## config.mk

```make
export PLATFORM = sky130hd
export DESIGN_NAME = mem_seq
export DESIGN_NICKNAME = d
export VERILOG_FILES = /design/src/rtl/mem_seq.sv
export SDC_FILE = /design/constraint.sdc
export NUM_CORES = 1
export LEC_CHECK = 0
export CORE_ASPECT_RATIO = 0.7
export CORE_UTILIZATION = 35
export CTS_BUF_LIST = sky130_fd_sc_hd__clkbuf_8
export DETAILED_ROUTE_END_ITERATION = 7
export GPL_TIMING_DRIVEN = 0
export SYNTH_ARGS = -nofsm -noshare
export SYNTH_HDL_FRONTEND = slang
export SYNTH_SLANG_ARGS = --single-unit
```

## constraint.sdc

```tcl
create_clock -name clk -period 4.9 [get_ports clk]
set_clock_uncertainty 0.2 [all_clocks]
set_input_delay 0.98 -clock clk [delete_from_list [all_inputs] [get_ports clk]]
set_output_delay 0.98 -clock clk [all_outputs]
set_load 0.01 [all_outputs]
```

## src/rtl/mem_seq.sv

```systemverilog
// Multi-word memory read sequencer: gathers up to three instruction words and one
// operand word through a single fixed-latency memory port, plus single-cycle writes.
module mem_seq #(
  parameter int AW  = 8,
  parameter int DW  = 16,
  parameter int LAT = 2
) (
  input  logic          clk,
  input  logic          rst,
  input  logic          mem1RE,
  input  logic          mem2RE,
  input  logic          mem3RE,
  input  logic          mem4RE,
  input  logic          memWE,
  input  logic [AW-1:0] pc,
  input  logic [AW-1:0] opAddr,
  input  logic [DW-1:0] wdata,
  output logic          stall,
  output logic [DW-1:0] word1,
  output logic [DW-1:0] word2,
  output logic [DW-1:0] word3,
  output logic [DW-1:0] word4,
  output logic [AW-1:0] mem_addr,
  output logic          mem_re,
  output logic          mem_we,
  output logic [DW-1:0] mem_wdata,
  input  logic [DW-1:0] mem_rdata
);

  typedef enum logic [1:0] {IDLE, ISSUE, WAIT, DONE} state_t;

  localparam logic [1:0] CNT_INIT = 2'(LAT - 1);

  state_t        state_q;
  logic [3:0]    pend_q;
  logic [AW-1:0] pc_q;
  logic [AW-1:0] op_q;
  logic [1:0]    cnt_q;
  logic [1:0]    sel_q;
  logic [DW-1:0] word_q [4];

  logic [3:0]    req;
  logic [1:0]    sel_d;
  logic [3:0]    pend_d;
  logic [AW-1:0] issue_addr;

  assign req = {mem4RE, mem3RE, mem2RE, mem1RE};

  // Lowest-numbered pending word wins; the chosen index is held in sel_q through WAIT.
  always_comb begin
    sel_d = 2'd0;
    if (pend_q[0])      sel_d = 2'd0;
    else if (pend_q[1]) sel_d = 2'd1;
    else if (pend_q[2]) sel_d = 2'd2;
    else if (pend_q[3]) sel_d = 2'd3;
  end

  always_comb begin
    issue_addr = op_q;
    case (sel_d)
      2'd0:    issue_addr = pc_q;
      2'd1:    issue_addr = pc_q + AW'(1);
      2'd2:    issue_addr = pc_q + AW'(2);
      default: issue_addr = op_q;
    endcase
  end

  assign pend_d = pend_q & ~(4'b0001 << sel_q);

  always_ff @(posedge clk or negedge rst) begin
    if (!rst) begin
      state_q <= IDLE;
      pend_q  <= 4'b0;
      pc_q    <= '0;
      op_q    <= '0;
      cnt_q   <= 2'd0;
      sel_q   <= 2'd0;
      for (int i = 0; i < 4; i++) word_q[i] <= '0;
    end else begin
      case (state_q)
        IDLE: begin
          if (|req) begin
            pend_q  <= req;
            pc_q    <= pc;
            op_q    <= opAddr;
            state_q <= ISSUE;
          end
        end
        ISSUE: begin
          sel_q   <= sel_d;
          cnt_q   <= CNT_INIT;
          state_q <= WAIT;
        end
        WAIT: begin
          if (cnt_q == 2'd0) begin
            word_q[sel_q] <= mem_rdata;
            pend_q        <= pend_d;
            state_q       <= (|pend_d) ? ISSUE : DONE;
          end else begin
            cnt_q <= cnt_q - 2'd1;
          end
        end
        default: state_q <= IDLE;
      endcase
    end
  end

  // stall is gated by rst so it drops immediately when a transaction is aborted,
  // even though the requester is still holding its read requests.
  always_comb begin
    stall     = 1'b0;
    mem_re    = 1'b0;
    mem_we    = 1'b0;
    mem_addr  = opAddr;
    mem_wdata = wdata;
    if (rst) begin
      case (state_q)
        IDLE: begin
          stall  = |req;
          mem_we = memWE;
        end
        ISSUE: begin
          stall    = 1'b1;
          mem_re   = 1'b1;
          mem_addr = issue_addr;
        end
        WAIT:    stall = 1'b1;
        default: stall = 1'b0;
      endcase
    end
  end

  assign word1 = word_q[0];
  assign word2 = word_q[1];
  assign word3 = word_q[2];
  assign word4 = word_q[3];

endmodule

```

==> flow_metrics.env <==
export IMPL_arrival_ps=3080
export IMPL_clk_pin_slew_worst_paths_ps=90
export IMPL_drive_gt1_share_pct=19.01
export IMPL_cts_hold_buffers=0
export IMPL_grt_pass1_wl_um=16630
export IMPL_maxCapViolCount=0
export IMPL_synth_common_cells="90 x dfrtp_1, 47 x mux2_1, 20 x mux2_4"
export IMPL_synthArstFlopShare_pct=100.0
export IMPL_crit_slowest_cell="clkdlybuf4s50_1"
export IMPL_p_per_area_nw_per_um2=592.3
export IMPL_cts_setup_buffers=0
export IMPL_worstPathCellList="buf_4 > buf_16 > nand2_1 > clkbuf_1 > or3_1 > o21ai_0 > a21oi_1 > clkdlybuf4s50_1"
export IMPL_tritoncts="done"
export IMPL_synthFlopType="dfrtp_1"
export IMPL_outcome="finished, final reports clean"
export IMPL_port_buffers=129
export IMPL_gp_congestion=0.8027
export IMPL_dr_total_vias=3105
export IMPL_drtIter0Drc=148
export IMPL_cts_max_level=3
export IMPL_grt_max_degree=73
export IMPL_ys_ff_latch=90
export IMPL_finalHoldViolations=0
export IMPL_cts_root_buf="clkbuf_8"
export IMPL_core_area_um2=11930
export IMPL_final_area_um2=6100
export IMPL_via_per_inst=4.836
export IMPL_fmax_ghz=0.2347
export IMPL_maxSlewViolCount=0
export IMPL_io_pins=146
export IMPL_syn_nets=401
export IMPL_cts_path_max_buffers=2
export IMPL_hold_path_class="flip-flop to flip-flop"
export IMPL_synth_cell_types=51
export IMPL_finalCriticalPeriod_ps=4260
export IMPL_grt_pass1_vias=3141
export IMPL_ys_warn_count=0
export IMPL_max_slew_margin_pct=68.17
export IMPL_wl_met2_um=4760
export IMPL_grt_remaining_overflow=0
export IMPL_start_kind="input port"
export IMPL_cpPeakStageDelay_ps=490
export IMPL_die_y_um=95.36
export IMPL_cp_max_fo=72
export IMPL_cts_resized=0
export IMPL_yosysTopAreaCellShare_pct=51.68
export IMPL_syn2layout_area_growth_pct=39.97
export IMPL_fin_ws_ps=639.9
export IMPL_grt_use_total_pct=17.16
export IMPL_rows=33
export IMPL_synth_cells=338
export IMPL_rsz0062_at_grt="no"
export IMPL_routedWlPerCell_um=16.49
export IMPL_place_area_um2=5871
export IMPL_initial_core_util_pct=36.52
export IMPL_dp_hpwl_um=7911
export IMPL_avgSynthCellArea_um2=12.89
export IMPL_cts_sinks=90
export IMPL_wl_met3_um=629
export IMPL_synth_edf_count=0
export IMPL_drtPass1Iterations=4
export IMPL_chipWidth_um=135.4
export IMPL_numCtsBuffers=9
export IMPL_final_nets=542
export IMPL_post_place_ws_ps=606.7
export IMPL_die_area_um2=12910
export IMPL_synth_seq_area_share_pct=51.68
export IMPL_setup_violations=0
export IMPL_cp_required_ps=3720
export IMPL_crit_type="input port to primary output"
export IMPL_routed_wl_um=10590
export IMPL_leakage_uw=0.002641
export IMPL_antenna_found_initial=0
export IMPL_drc=0
export IMPL_yosysMostFrequentCell="dfrtp_1"
export IMPL_synth_area_leaders="dfrtp_1 52%, mux2_1 12%, mux2_4 6.9%"
export IMPL_syn_cell_area_um2=4358
export IMPL_worstMarginPinSlew_ps=477.5
export IMPL_ant_nets=0
export IMPL_met1_length_um=5030
export IMPL_fin_crit_sh_pct=86.94
export IMPL_cp_end_kind="primary output"
export IMPL_synth_area_leader_cell="dfrtp_1"
export IMPL_ir_drop_v=0.0002322
export IMPL_routed_top_layer="met4"
export IMPL_clk_latency_ps=350
[per-layer routing]
layer  GRT usage, %  up-vias
li1               -     1464
met1          23.69     1509
met2          25.90      117
met3          4.625       15
met4          5.993        0
met5              0        -
[final timing paths]
path / start / end / slack [ps] / depth (start not counted)
hold reg to reg: cnt_q[0] / cnt_q[0] / 290 / 1
setup / recovery: rst / mem_addr[6] / 640 / 8
min in group asynchronous: rst / word1[15] / 300 / 1
hold / removal: cnt_q[0] / cnt_q[0] / 290 / 1
setup reg to reg: state_q[0] / word1[15] / 2570 / 7
max in group asynchronous: rst / op_q[7] / 3550 / 2
[logic make-up (layout without fill, tap and decap cells)]
kind of cell / after synthesis / after routing / synth area share (%)
AOI/OAI and AO/OA: 50 / 50 / 7.408
xor gates and xnor gates: 8 / 8 / 1.608
adders and majority gates: 8 / 8 / 2.297
buffers and inverters: 43 / 189 / 6.690
DFF: 90 / 90 / 51.68
muxes: 82 / 82 / 22.85
other: 0 / 1 / 0
and+or+nand+nor: 57 / 57 / 7.465
[placed cells by master (no fill, tap or decap), types with 2 or more instances in the layout]
cell type,n
nand2b_4,2
buf_2,5
buf_6,7
nand2b_1,2
clkbuf_8,10
a21oi_1,10
o22ai_1,3
o21ai_0,9
dfrtp_1,90
a31oi_1,5
mux2i_1,2
o221ai_1,2
bufinv_16,2
nor2_1,16
nor2b_1,3
a21o_1,4
mux2_4,20
xnor2_1,2
o21ai_1,4
ha_1,8
nand3_1,3
mux2_2,13
or2_1,3
xor2_1,6
nor3_1,4
clkdlybuf4s50_1,128
nand4_1,3
a22o_1,3
mux2_1,47
nand2_1,11
buf_4,20
inv_1,11
[worst max-delay path, delay by kind of cell]
kind	cells	cell delay, ps
AOI/OAI and AO/OA	2	160
and+or+nand+nor	2	510
buffers and inverters	4	1380
[state kept, by name (all words and copies together), names as in the netlist]
signal,cells
word1,16
word2,16
word3,16
word4,16
op_q,8
pc_q,8
pend_q,4
cnt_q,2
sel_q,2
state_q,2
[stage by stage]
step / utilization, % / hold WS [ps] / setup TNS, ps / power [uW] / cells
detailed placement: 49.20 / 274.4 / 0 / 3062 / 625
floorplan: - / 250.2 / 0 / 2223 / 338
CTS: 51.10 / 287.3 / 0 / 3654 / 641
global route: 51.10 / 287.5 / 0 / 3856 / 641
global placement: 48.99 / 265.0 / -91130 / 3023 / 624
finish: 51.12 / 287.7 / 0 / 3613 / 642
[final cells by class]
class                   instances  area (um^2)
diodes                          1        2.502
plain buffers                  32        250.2
clock buffers                  10        137.6
clock inverters                 6        88.84
fillers                      1062         5833
inverters                      11        41.29
multi-input cells             205         1814
flip-flops and latches         90         2252
well taps                     157        196.4
repair buffers                130         1316
[where the power goes]
group          leakage [uW]  switching, uW  internal (uW)
clock              0.000114            268            302
sequential          0.00106            222           1080
combinational       0.00147            751            986
total               0.00264           1240           2370
Power figures use the tool's default switching activity.
